File: config.mk
export PLATFORM = sky130hd
export DESIGN_NAME = cd_tx_ser_flat
export DESIGN_NICKNAME = d
export VERILOG_FILES = /design/src/rtl/cd_tx_ser_if.sv /design/src/rtl/cd_tx_ser.sv /design/src/flat_wrapper.sv
export SDC_FILE = /design/constraint.sdc
export NUM_CORES = 1
export LEC_CHECK = 0
export BUFFER_PORTS_ARGS = -buffer_cell sky130_fd_sc_hd__clkbuf_2
export CORE_AREA = 5 5 93 95
export DETAILED_ROUTE_END_ITERATION = 10
export DIE_AREA = 0 0 98 100
export MAX_ROUTING_LAYER = met4
export PLACE_DENSITY = 0.67
export SLEW_MARGIN = 25
export SYNTH_ARGS = -nofsm -noshare
export SYNTH_HDL_FRONTEND = slang
export SYNTH_SLANG_ARGS = --single-unit
File: constraint.sdc
create_clock -name clk -period 5.1 [get_ports clk]
set_clock_uncertainty 0.15 [all_clocks]
set_input_delay 0.51 -clock clk [delete_from_list [all_inputs] [get_ports clk]]
set_output_delay 0.51 -clock clk [all_outputs]
set_load 0.03 [all_outputs]
File: src/rtl/cd_tx_ser_if.sv
// Byte handshake between the TX byte fetcher (master) and the serializer.
// The fetcher sees the running CRC so it can substitute the two CRC bytes.
interface cd_tx_ser_if;
   logic [7:0]  data;
   logic        has_data;
   logic        ack_data;
   logic        is_crc_byte;
   logic        is_last_byte;
   logic [15:0] crc_data;

   modport master (
      output data, has_data, is_crc_byte, is_last_byte,
      input  ack_data, crc_data
   );

   modport slave (
      input  data, has_data, is_crc_byte, is_last_byte,
      output ack_data, crc_data
   );
endinterface

File: src/rtl/cd_tx_ser.sv
// Async-character TX serializer (start, 8 data LSB first, stop) with
// running CRC-16/MODBUS over payload bytes and driver-enable control.
module cd_tx_ser #(
   parameter int DIV_W = 16
) (
   input  logic             clk,
   input  logic             reset,
   input  logic [DIV_W-1:0] div,
   input  logic             abort,
   cd_tx_ser_if.slave       up,
   output logic             tx,
   output logic             tx_en,
   output logic             busy,
   output logic             tx_done
);

   typedef enum logic [2:0] {
      S_IDLE,
      S_START,
      S_DATA,
      S_STOP,
      S_GAP
   } state_t;

   localparam logic [DIV_W-1:0] CNT_ONE = DIV_W'(1);

   state_t           state_q, state_d;
   logic [DIV_W-1:0] cnt_q, cnt_d;
   logic [DIV_W-1:0] div_q, div_d;
   logic [7:0]       shift_q, shift_d;
   logic [2:0]       bit_idx_q, bit_idx_d;
   logic             last_q, last_d;
   logic [15:0]      crc_q, crc_d;
   logic             tx_q, tx_d;
   logic             tx_en_q, tx_en_d;
   logic             busy_q, busy_d;
   logic             ack_q, ack_d;
   logic             done_q, done_d;
   logic             bit_end;

   function automatic logic [15:0] crc16(
      input logic [15:0] c,
      input logic [7:0]  d
   );
      logic [15:0] r;
      r = c ^ {8'h00, d};
      for (int i = 0; i < 8; i++) begin
         r = r[0] ? ((r >> 1) ^ 16'hA001) : (r >> 1);
      end
      return r;
   endfunction

   assign bit_end = (cnt_q == '0);

   always_comb begin
      state_d   = state_q;
      cnt_d     = cnt_q;
      div_d     = div_q;
      shift_d   = shift_q;
      bit_idx_d = bit_idx_q;
      last_d    = last_q;
      crc_d     = crc_q;
      ack_d     = 1'b0;
      done_d    = 1'b0;

      unique case (state_q)
         S_IDLE: begin
            if (up.has_data) begin
               div_d   = div;
               cnt_d   = div;
               crc_d   = 16'hFFFF;
               state_d = S_START;
            end
         end
         S_START: begin
            if (bit_end) begin
               // data is sampled only here so it may change during start
               shift_d   = up.data;
               last_d    = up.is_last_byte;
               ack_d     = 1'b1;
               bit_idx_d = 3'd0;
               cnt_d     = div_q;
               state_d   = S_DATA;
               if (!up.is_crc_byte && !up.is_last_byte) begin
                  crc_d = crc16(crc_q, up.data);
               end
            end else begin
               cnt_d = cnt_q - CNT_ONE;
            end
         end
         S_DATA: begin
            if (bit_end) begin
               shift_d   = shift_q >> 1;
               bit_idx_d = bit_idx_q + 3'd1;
               cnt_d     = div_q;
               if (bit_idx_q == 3'd7) begin
                  state_d = S_STOP;
               end
            end else begin
               cnt_d = cnt_q - CNT_ONE;
            end
         end
         S_STOP: begin
            if (bit_end) begin
               cnt_d = div_q;
               if (last_q) begin
                  done_d  = 1'b1;
                  cnt_d   = '0;
                  state_d = S_IDLE;
               end else if (up.has_data) begin
                  state_d = S_START;
               end else begin
                  state_d = S_GAP;
               end
            end else begin
               cnt_d = cnt_q - CNT_ONE;
            end
         end
         S_GAP: begin
            if (up.has_data) begin
               cnt_d   = div_q;
               state_d = S_START;
            end
         end
         default: begin
            state_d = S_IDLE;
         end
      endcase

      if (abort) begin
         state_d   = S_IDLE;
         cnt_d     = '0;
         bit_idx_d = 3'd0;
         last_d    = 1'b0;
         crc_d     = 16'hFFFF;
         ack_d     = 1'b0;
         done_d    = 1'b0;
      end

      // line outputs are registered from the next state
      tx_d    = 1'b1;
      tx_en_d = 1'b1;
      busy_d  = 1'b1;
      unique case (state_d)
         S_IDLE: begin
            tx_en_d = 1'b0;
            busy_d  = 1'b0;
         end
         S_START: tx_d = 1'b0;
         S_DATA:  tx_d = shift_d[0];
         default: ;
      endcase
   end

   always_ff @(posedge clk) begin
      if (reset) begin
         state_q   <= S_IDLE;
         cnt_q     <= '0;
         div_q     <= '0;
         shift_q   <= 8'h00;
         bit_idx_q <= 3'd0;
         last_q    <= 1'b0;
         crc_q     <= 16'hFFFF;
         tx_q      <= 1'b1;
         tx_en_q   <= 1'b0;
         busy_q    <= 1'b0;
         ack_q     <= 1'b0;
         done_q    <= 1'b0;
      end else begin
         state_q   <= state_d;
         cnt_q     <= cnt_d;
         div_q     <= div_d;
         shift_q   <= shift_d;
         bit_idx_q <= bit_idx_d;
         last_q    <= last_d;
         crc_q     <= crc_d;
         tx_q      <= tx_d;
         tx_en_q   <= tx_en_d;
         busy_q    <= busy_d;
         ack_q     <= ack_d;
         done_q    <= done_d;
      end
   end

   assign tx          = tx_q;
   assign tx_en       = tx_en_q;
   assign busy        = busy_q;
   assign tx_done     = done_q;
   assign up.ack_data = ack_q;
   assign up.crc_data = crc_q;

endmodule

File: src/flat_wrapper.sv
// flat-port wrapper written by rule: the top's interface ports become plain ports
module cd_tx_ser_flat 
#(
   parameter int DIV_W = 16
)
  (clk, reset, div, abort, tx, tx_en, busy, tx_done, up_data, up_has_data, up_is_crc_byte, up_is_last_byte, up_ack_data, up_crc_data);
  cd_tx_ser_if up_i ();
  input  logic clk;
  input  logic reset;
  input  logic [DIV_W-1:0] div;
  input  logic abort;
  output logic tx;
  output logic tx_en;
  output logic busy;
  output logic tx_done;
  input wire logic [$bits(up_i.data)-1:0] up_data;
  input wire logic [$bits(up_i.has_data)-1:0] up_has_data;
  input wire logic [$bits(up_i.is_crc_byte)-1:0] up_is_crc_byte;
  input wire logic [$bits(up_i.is_last_byte)-1:0] up_is_last_byte;
  output wire logic [$bits(up_i.ack_data)-1:0] up_ack_data;
  output wire logic [$bits(up_i.crc_data)-1:0] up_crc_data;
  assign up_i.data = up_data;
  assign up_i.has_data = up_has_data;
  assign up_i.is_crc_byte = up_is_crc_byte;
  assign up_i.is_last_byte = up_is_last_byte;
  assign up_ack_data = up_i.ack_data;
  assign up_crc_data = up_i.crc_data;
  cd_tx_ser #(.DIV_W(DIV_W)) u_core (.clk(clk), .reset(reset), .div(div), .abort(abort), .up(up_i), .tx(tx), .tx_en(tx_en), .busy(busy), .tx_done(tx_done));
endmodule
==> qor.yml, run 1 <==
clock_network:
  tritoncts: "done"
  numCtsBuffers: 9
  clock_path_buffers: 2
  cts_resized: 0
  cts_setup_buffers: 0
  hold_buffers: 0
  clock-sinks: 67
  clk_latency_ns: 0.35
  cts.clk_slew.worst_paths_ns: 0.07
  htreeDepth: 3
  cts_root_buffer: "clkbuf_8"
synthesis:
  synth.most_common_cell: "nand2_1"
  synth_edf_count: 0
  synth_top_area_share_pct: 37.65
  synthTopCellsByCount: "nand2_1 (73), dfxtp_1 (67), a21oi_1 (34), nor2_1 (22)"
  synthesis.nets: 458
  synth_seq_cells: 67
  synth_cells: 424
  yosysTopAreaCell: "dfxtp_1"
  synth_cell_types: 60
  yosysWarnings: 0
  synth_ff_type: "dfxtp_1"
  ys_seq_area_share_pct: 37.65
  synth_area_leaders: "dfxtp_1 (38%), nand2_1 (7.7%), a21oi_1 (4.8%)"
  netlist_area_mm2: 0.003562
  synth-async-reset-ratio_pct: 0
  synth.avg_cell_area_um2: 8.401
power:
  p_leak_uw: 0.001525
  p_sw_share_pct: 28.47
  p_seq_share_pct: 43.4
  clkPwrFrac_pct: 37.1
  comb_power_share_pct: 19.5
  switchingPower_uw: 370.3
  cellInternalPower_uw: 930.6
  ir_drop_mv: 0.1489
  p_per_area_mw_per_mm2: 320.4
floorplanning:
  coreArea_mm2: 0.007647
  die_area_mm2: 0.009800
  die_h_um: 100
  initial_core_util_pct: 46.58
  rows: 32
  io_pins: 51
  die_w_um: 98
critical_path:
  reg2regPathDepth: 8
  crit_fanout: 13
  required_ns: 5.21
  regToRegSetupSlack_ns: 1.89
  cp.arrival_ns: 3.32
  crit_type: "register to register"
  crit_family: "compound AO/OA/AOI/OAI gates"
  rr_endpoint: "u_core.cnt_q[0]"
  worst-path-buf-inv: 1
  crit_path_max_incr_delay_ns: 0.67
  worstSetupEndpointType: "register"
  start_kind: "register"
  r2r_start: "u_core.cnt_q[1]"
  critical_path.slowest_cell: "a221oi_4"
  crit_chain: "inv_1, ha_1, nor4b_1, nand4_1, a21o_1, a221oi_4, a21oi_1, a211oi_1"
sta:
  drv_slew: 0
  min_period_ns: 3.210
  fin_ws_ns: 1.890
  worstMarginPinSlew_ns: 0.9079
  max_freq_mhz: 311.5
  hold_violations: 0
  tns_ns: 0
  period_share_pct: 62.95
  grt_setup_unrepaired: "no"
  slew_headroom_pct: 39.25
  setup_viol: 0
  fin_hold_ws_ns: 0.2473
detailed_routing:
  drc_errors: 0
  wirelength_mm: 8.990
  drt.antenna.violating_nets: 0
  viasPerCell: 5.697
  via_count: 3230
  first_pass_iters: 4
  drt_iter0_drc: 143
  wl_per_cell_um: 15.86
cells_and_area:
  final_layout_size_suffix_gt1_share_pct: 18.92
  fillers: 737
  final_util_pct: 53.09
  area_growth_pct: 13.98
  multi_input_area_mm2: 0.002077
  diodes: 0
  nNetsFinal: 495
  fin_cells: 567
  area.sequential_mm2: 0.001341
placement:
  gp_congestion: 0.8256
  dp_cells: 552
  post-place-ws_ns: 1.934
  numPortBuffers: 50
  hpwl_mm: 6.184
global_routing:
  grt_overflow_total: 0
  grt_usage_pct: 19.33
  grt_pass1_wl_mm: 15.22
  antenna_found_initial: 0
  grt_max_degree: 34
  grt_pass1_vias: 3113
run:
  max-cap-violations: 0
hold_path:
  min_path_cells: 3
  whs_endpoint: "u_core.div_q[9]"
  min-delay-start: "div[9]"
  hp-class: "primary input to register"
status:
  status: "completed"
[power by group through the flow]
| stage | clock, uW | sequential, uW | combinational, uW |
|---|---|---|---|
| 3_5_place_dp | 0 | 576 | 251 |
| 6_report | 483 | 565 | 253 |
| 3_3_place_gp | 0 | 575 | 248 |
| 5_1_grt | 519 | 567 | 280 |
| 4_1_cts | 493 | 564 | 252 |
| 2_1_floorplan | 0 | 572 | 197 |
[registers in the layout, summed over array words and instances, names as in the netlist]
signal,count
u_core.bit_idx_q,3
u_core.cnt_q,16
u_core.div_q,16
u_core.last_q,1
u_core.shift_q,8
u_core.state_q,3
u_core.tx,1
u_core.tx_done,1
u_core.tx_en,1
u_core.up.ack_data,1
u_core.up.crc_data,16
[area by class of cell]
cell class	count	area share, %
sequential	67	33.04
inverter	3	0.2774
clock inverter	5	1.911
timing repair buffer	55	7.088
clock buffer	10	3.390
multi-input combinational	325	51.16
tap	102	3.143
[worst min-delay path: cells and delay by family]
family | cells | cell delay [ns]
AOI/OAI and AO/OA | 1 | 0.05
and+or+nand+nor | 1 | 0.05
buffers and inverters | 1 | 0.08
[cell families (layout without fill, tap and decap cells)]
kind of cell / count (synthesis) / count (layout) / share of synthesized area (%)
AOI/OAI and AO/OA: 132 / 132 / 25.04
buffers and inverters: 32 / 73 / 4.215
adders and majority gates: 4 / 4 / 1.405
DFF: 67 / 67 / 37.65
muxes: 2 / 2 / 0.5620
xor gates and xnor gates: 33 / 33 / 9.729
and+or+nand+nor: 154 / 154 / 21.39
[how the worst max path moves through the flow]
stage	from	endpoint	cells after the start
5_1_grt	u_core.cnt_q[0]	u_core.cnt_q[0]	8
4_1_cts	u_core.cnt_q[1]	u_core.cnt_q[0]	8
2_1_floorplan	u_core.up.crc_data[2]	u_core.up.crc_data[0]	6
6_report	u_core.cnt_q[1]	u_core.cnt_q[0]	8
3_5_place_dp	u_core.cnt_q[0]	u_core.cnt_q[0]	8
3_3_place_gp	u_core.cnt_q[0]	u_core.cnt_q[0]	8
[layout by cell type (no fill, tap or decap), types with 5 or more instances in the layout]
cell type and instances:
a211oi_1 7, a21oi_1 33, a221oi_1 11, a31oi_1 6, buf_4 5, clkbuf_2 50
clkbuf_8 10, dfxtp_1 67, nand2_1 73, nand2b_1 7, nand3_1 5, nor2_1 21
nor2b_1 6, nor3_1 12, nor3b_1 6, o21ai_0 19, o22ai_1 21, o31ai_1 8
xnor2_1 19, xor2_1 9
[routing by layer]
layer | routed length [um] | global-route usage (%) | vias to the layer above
li1 | - | - | 1614
met1 | 4279 | 25.99 | 1526
met2 | 4138 | 29.32 | 75
met3 | 417 | 3.058 | 15
met4 | 154 | 7.455 | 0
met5 | 0 | - | -
[through the flow]
stage	total power [uW]	instance area [um^2]
finish	1301	4060
global route	1366	4060
CTS	1309	4060
detailed placement	826.6	3845
global placement	823.6	3839
floorplan	769.3	3562
Note: power is estimated with default switching activity, not from simulation.
==> inputs of run 2 (changes only) <==
--- a/config.mk
+++ b/config.mk
@@ -5,10 +5,11 @@
 export SDC_FILE = /design/constraint.sdc
 export NUM_CORES = 1
 export LEC_CHECK = 0
+export ABC_AREA = 1
 export BUFFER_PORTS_ARGS = -buffer_cell sky130_fd_sc_hd__clkbuf_2
-export CORE_AREA = 5 5 93 95
+export CORE_AREA = 5 5 95 97
 export DETAILED_ROUTE_END_ITERATION = 10
-export DIE_AREA = 0 0 98 100
+export DIE_AREA = 0 0 100 102
 export MAX_ROUTING_LAYER = met4
 export PLACE_DENSITY = 0.67
 export SLEW_MARGIN = 25
==> constraint.sdc (replaced) <==
create_clock -name clk -period 3.3 [get_ports clk]
set_clock_uncertainty 0.15 [all_clocks]
set_input_delay 0.33 -clock clk [delete_from_list [all_inputs] [get_ports clk]]
set_output_delay 0.33 -clock clk [all_outputs]
set_load 0.03 [all_outputs]
==> run 2 against run 1 <==
  * Count of clock-buffer cells in the layout stayed put
  * Worst setup slack worse by 0.82 ns
  * Synthesized cell count is 34% higher
  * Maximum frequency is 44% higher
  * Sequential power is 53% higher
  * Wire length is 7.8% higher
  * Non-clock buffer count is 1 lower
  * Synthesized area is 6.1% higher
  * Combinational power is 54% higher
  * Register-to-register slack worse by 0.82 ns
  * Design area is 7.3% higher
  * Highest routed layer unchanged
==> qor.yml, run 2 <==
synthesis:
  synth_edf_count: 0
  synth_adder_area_share_pct: 1.324
  synthTopCellsByCount: "nand2_1 (167), dfxtp_1 (67), inv_1 (62), nand3_1 (53), nor2_1 (37)"
  yosys.area_share.simple_pct: 36.81
  netlist_area_mm2: 0.003780
  synth_ff_type: "dfxtp_1"
  yosysWarnings: 0
  synth.avg_cell_area_um2: 6.666
  synth_compound_area_share_pct: 13.94
  synth_top_area_share_pct: 35.48
  synth-async-reset-ratio_pct: 0
  synth_cell_types: 44
  synthMuxAreaShare_pct: 0
  ys_seq_area_share_pct: 35.48
  synth_top_family_by_area: "simple AND/OR/NAND/NOR gates"
  yosysTopAreaCell: "dfxtp_1"
  synthesis.nets: 601
  synthXorXnorAreaFrac_pct: 3.012
  synth_area_leaders: "dfxtp_1 (35%), nand2_1 (17%), nand3_1 (7.0%)"
  synth_cells: 567
  synth.most_common_cell: "nand2_1"
  synth_seq_cells: 67
sta:
  slew_headroom_pct: 57.52
  max_freq_mhz: 447.9
  setup_viol: 0
  hold_violations: 0
  grt_setup_unrepaired: "no"
  period_share_pct: 67.66
  tns_ns: 0
  drv_slew: 0
  min_period_ns: 2.233
  worstMarginPinSlew_ns: 0.6348
detailed_routing:
  viasPerCell: 5.154
  top_layer: "met4"
  drt.antenna.violating_nets: 0
  wl_per_cell_um: 13.37
  drt_iter0_drc: 251
  via_count: 3737
  met1_length_mm: 4.755
  met3_length_um: 448
  route.met2.wl_mm: 4.378
  wirelength_mm: 9.695
  drc_errors: 0
  first_pass_iters: 5
cells_and_area:
  layout_common_cells: "nand2_1 (167), dfxtp_1 (67), inv_1 (62)"
  final_util_pct: 54.13
  final_common_cell: "nand2_1"
  area_growth_pct: 15.29
  diodes: 0
  fillers: 795
  final_layout_size_suffix_gt1_share_pct: 18.06
  nNetsFinal: 649
  finalInstanceArea_mm2: 0.004358
global_routing:
  antenna_found_initial: 0
  grt_overflow_total: 0
  grt_max_degree: 30
  grt_pass1_wl_mm: 16.23
  grt_pass1_vias: 3450
  grt_usage_pct: 20.31
critical_path:
  startpoint: "u_core.cnt_q[0]"
  cp.arrival_ns: 2.31
  r2r_start: "u_core.cnt_q[0]"
  required_ns: 3.38
  crit_fanout: 14
  crit_top_cell: "nand3_1"
  crit_path_max_incr_delay_ns: 0.40
  crit_chain: "inv_1, ha_1, nand2_2, nor3_4, nand3_4, nand2_1, inv_1, nand3_1, nand3_1, nand3_1, a21oi_1"
  worst-path-buf-inv: 2
  start_kind: "register"
  worstSetupEndpointType: "register"
  critical_path.slowest_cell: "nand2_1"
  crit_type: "register to register"
  crit_family: "simple AND/OR/NAND/NOR gates"
run:
  max-cap-violations: 0
clock_network:
  tritoncts: "done"
  numCtsBuffers: 9
  hold_buffers: 0
  cts_root_buffer: "clkbuf_8"
  cts.clk_slew.worst_paths_ns: 0.07
  clock-sinks: 67
  clock_path_buffers: 2
  cts_setup_buffers: 0
  clk_latency_ns: 0.34
  htreeDepth: 3
  cts_resized: 0
status:
  status: "completed"
placement:
  numPortBuffers: 50
  place_area_mm2: 0.004108
  gp_congestion: 0.8470
  hpwl_mm: 7.183
floorplanning:
  die_w_um: 100
  rows: 33
  coreArea_mm2: 0.008051
  initial_core_util_pct: 46.95
  die_h_um: 102
  die_area_mm2: 0.01020
  io_pins: 51
power:
  ir_drop_mv: 0.2153
  p_per_area_mw_per_mm2: 481.7
  p_leak_uw: 0.002160
hold_path:
  min-delay-start: "div[11]"
  hp-class: "primary input to register"
-- run 2: power by group --
part / switching, uW / total (uW) / internal, uW
logic: 260 / 390 / 130
clock network: 321 / 845 / 524
registers: 24.4 / 864 / 840
-- run 2: metrics by stage --
step           setup WS, ns  std cells  power, uW  hold WS, ns
2_1_floorplan         1.420        567       1175       0.2822
3_3_place_gp          1.106        709       1263       0.2992
3_5_place_dp          1.055        709       1268       0.3087
4_1_cts               1.049        725       2116      0.08596
5_1_grt              0.8281        725       2213      0.08879
6_report              1.067        725       2099      0.09244
-- run 2: final cells by class --
class                           count  area, um^2  share of cell area [%]
Tap cell                          105       131.4                   3.015
Inverter                           72       270.3                   6.202
Timing Repair Buffer               54       280.3                   6.431
Clock buffer                       10       137.6                   3.158
Clock inverter                      6       112.6                   2.584
Multi-Input combinational cell    411        2085                   47.83
Sequential cell                    67        1341                   30.78
-- run 2: metal layers --
| metal | GRT usage (%) | up-vias |
|---|---|---|
| met3 | 4.778 | 10 |
| met2 | 31.20 | 76 |
| met5 | - | - |
| met1 | 26.95 | 1708 |
| met4 | 5.492 | 0 |
| li1 | - | 1943 |
-- run 2: final timing paths --
check                                         to  slack [ns]  depth (start not counted)
worst max-delay path            u_core.cnt_q[14]        1.07                         11
worst max register to register  u_core.cnt_q[14]        1.07                         11
worst min register to register  u_core.div_q[12]        0.32                          2
worst min-delay path            u_core.div_q[11]        0.09                          3
-- run 2: logic make-up (layout without fill, tap and decap cells) --
group	Yosys count	after routing
xor gates and xnor gates	13	13
buffers and inverters	89	142
and+or+nand+nor	305	305
adders and majority gates	4	4
DFF	67	67
AOI/OAI and AO/OA	89	89
-- run 2: worst reg2reg max path, cell delays in order, from the launching register on --
cell and delay [ns]:
dfxtp_1 0.31, inv_1 0.13, ha_1 0.21, nand2_2 0.10, nor3_4 0.20, nand3_4 0.13, nand2_1 0.40, inv_1 0.15
nand3_1 0.13, nand3_1 0.08, nand3_1 0.07, a21oi_1 0.06
==> inputs of run 3 (changes only) <==
--- a/config.mk
+++ b/config.mk
@@ -11,7 +11,7 @@
 export DETAILED_ROUTE_END_ITERATION = 10
 export DIE_AREA = 0 0 100 102
 export MAX_ROUTING_LAYER = met4
-export PLACE_DENSITY = 0.67
+export PLACE_DENSITY = 0.7
 export SLEW_MARGIN = 25
 export SYNTH_ARGS = -nofsm -noshare
 export SYNTH_HDL_FRONTEND = slang
==> constraint.sdc (replaced) <==
create_clock -name clk -period 2 [get_ports clk]
set_clock_uncertainty 0.15 [all_clocks]
set_input_delay 0.2 -clock clk [delete_from_list [all_inputs] [get_ports clk]]
set_output_delay 0.2 -clock clk [all_outputs]
set_load 0.03 [all_outputs]
==> run 3 against run 2 <==
  * Highest routed layer unchanged
  * Via count is 5.6% higher
  * Global-route usage is 1.0 points higher
  * Core utilization grew 6.1 points
==> qor.yml, run 3 (synthesized netlist as in run 2, its figures left out) <==
status:
  status: "completed"
sta:
  worstMarginPinSlew_ns: 0.4192
  max_freq_mhz: 528.6
  min_period_ns: 1.892
  period_share_pct: 94.58
  grt_setup_unrepaired: "yes"
  fin_hold_ws_ns: 0.007843
  slew_headroom_pct: 71.95
  hold_violations: 0
  setup_viol: 0
  fin_ws_ns: 0.1083
  drv_slew: 0
global_routing:
  grt_pass1_vias: 3774
  grt_pass1_wl_mm: 17.16
  grt_usage_pct: 21.33
  busiest_layer: "met2"
  met3_usage_pct: 3.686
  grtUsageMet1_pct: 26.90
  use_met2_pct: 35.35
  antenna_found_initial: 0
  grt_max_degree: 29
  grt_overflow_total: 0
detailed_routing:
  drt_iter0_drc: 224
  wl_per_cell_um: 13.75
  first_pass_iters: 5
  viasPerCell: 5.180
  drc_errors: 0
  drt.antenna.violating_nets: 0
  via_count: 3947
  wirelength_mm: 10.48
placement:
  gp_congestion: 0.8910
  post-place-ws_ns: -0.03826
  hpwl_mm: 7.685
  numPortBuffers: 50
clock_network:
  clk_latency_ns: 0.33
  htreeDepth: 3
  clock-sinks: 67
  cts_root_buffer: "clkbuf_8"
  clock_path_buffers: 2
  numCtsBuffers: 9
  cts.clk_slew.worst_paths_ns: 0.07
  tritoncts: "done"
power:
  p_leak_uw: 0.002401
  clkPwrFrac_pct: 32.7
  switchingPower_uw: 1024
  ir_drop_mv: 0.4507
  cellInternalPower_uw: 2297
  p_per_area_mw_per_mm2: 684.7
  p_sw_share_pct: 30.83
  comb_power_share_pct: 24.3
  p_seq_share_pct: 43.0
cells_and_area:
  diodes: 0
  layout_common_cells: "nand2_1 (163), dfxtp_1 (62), inv_1 (60)"
  area_growth_pct: 28.33
  final_common_cell: "nand2_1"
  nNetsFinal: 688
  final_layout_size_suffix_gt1_share_pct: 24.51
critical_path:
  startpoint: "u_core.cnt_q[1]"
  critical_path.slowest_cell: "dfxtp_2"
  regToRegSetupSlack_ns: 0.11
  crit_chain: "inv_2, ha_4, nand2_4, nor3_4, nand3_4, o21ai_4, buf_12, buf_12, nand2_2, o2111ai_2, nand3_1, inv_1"
  r2r_start: "u_core.cnt_q[1]"
  crit_fanout: 6
  reg2regPathDepth: 12
  start_kind: "register"
  required_ns: 2.12
  crit_top_cell: "buf_12"
  worstSetupEndpointType: "register"
  cp.arrival_ns: 2.02
  crit_path_max_incr_delay_ns: 0.33
  rr_endpoint: "u_core.cnt_q[4]"
  worst-path-buf-inv: 4
  cp.depth: 12
  crit_family: "simple AND/OR/NAND/NOR gates"
  crit_path_end: "u_core.cnt_q[4]"
  crit_type: "register to register"
floorplanning:
  die_h_um: 102
  initial_core_util_pct: 46.95
  rows: 33
  die_area_mm2: 0.01020
  io_pins: 51
  coreArea_mm2: 0.008051
  die_w_um: 100
hold_path:
  min_path_cells: 3
  hp-class: "primary input to register"
run:
  max-cap-violations: 0
[run 3: final cells by class]
type	instances	area, um^2
repair buffers	93	680.7
clock buffers	11	141.4
inverters	72	275.3
multi-input cells	411	2235
flip-flops and latches	67	1348
fillers	744	3201
well taps	105	131.4
clock inverters	3	40.04
[run 3: per-layer routing]
layer | part of all wire (%) | routed length, um | vias to the layer above
li1 | - | - | 2011
met1 | 46 | 4822 | 1853
met2 | 49 | 5160 | 73
met4 | 0.89 | 93 | 0
met3 | 3.8 | 403 | 10
met5 | 0 | 0 | -
[run 3: how the worst min path moves through the flow]
stage	startpoint	end	slack [ns]
after floorplan	up_data[7]	u_core.shift_q[7]	0.20
after global placement	u_core.div_q[12]	u_core.div_q[12]	0.30
after detailed placement	u_core.div_q[12]	u_core.div_q[12]	0.30
after CTS	div[6]	u_core.div_q[6]	0.0002
after global routing	div[6]	u_core.div_q[6]	0.01
final	div[6]	u_core.div_q[6]	0.008
[run 3: power groups by stage]
stage | combinational, uW | clock [uW] | sequential (uW)
detailed placement | 680 | 0 | 1460
floorplan | 481 | 0 | 1460
CTS | 740 | 1100 | 1430
global placement | 667 | 0 | 1450
finish | 806 | 1090 | 1430
global route | 893 | 1170 | 1430
[run 3: worst min-delay path: stages]
cell      delay, ns
clkbuf_2       0.10
nand3_1        0.08
a21oi_1        0.06
[run 3: through the flow]
stage	util, %	std cells	cell area [um^2]	setup TNS [ns]	power [uW]
2_1_floorplan	-	567	3780	0	1939
3_3_place_gp	52.67	725	4240	0	2121
3_5_place_dp	52.67	725	4240	-0.3389	2136
4_1_cts	58.03	759	4672	-0.06836	3266
5_1_grt	60.25	762	4851	-0.3802	3496
6_report	60.25	762	4851	0	3322
[run 3: timing repair]
item	in CTS	in global routing
pin swaps	4	15
endpoints found under the setup margin	28	45
gates resized for setup	3	40
setup buffers	2	3
endpoints found under the hold margin	16	0
gates cloned	1	0
hold buffers	17	0
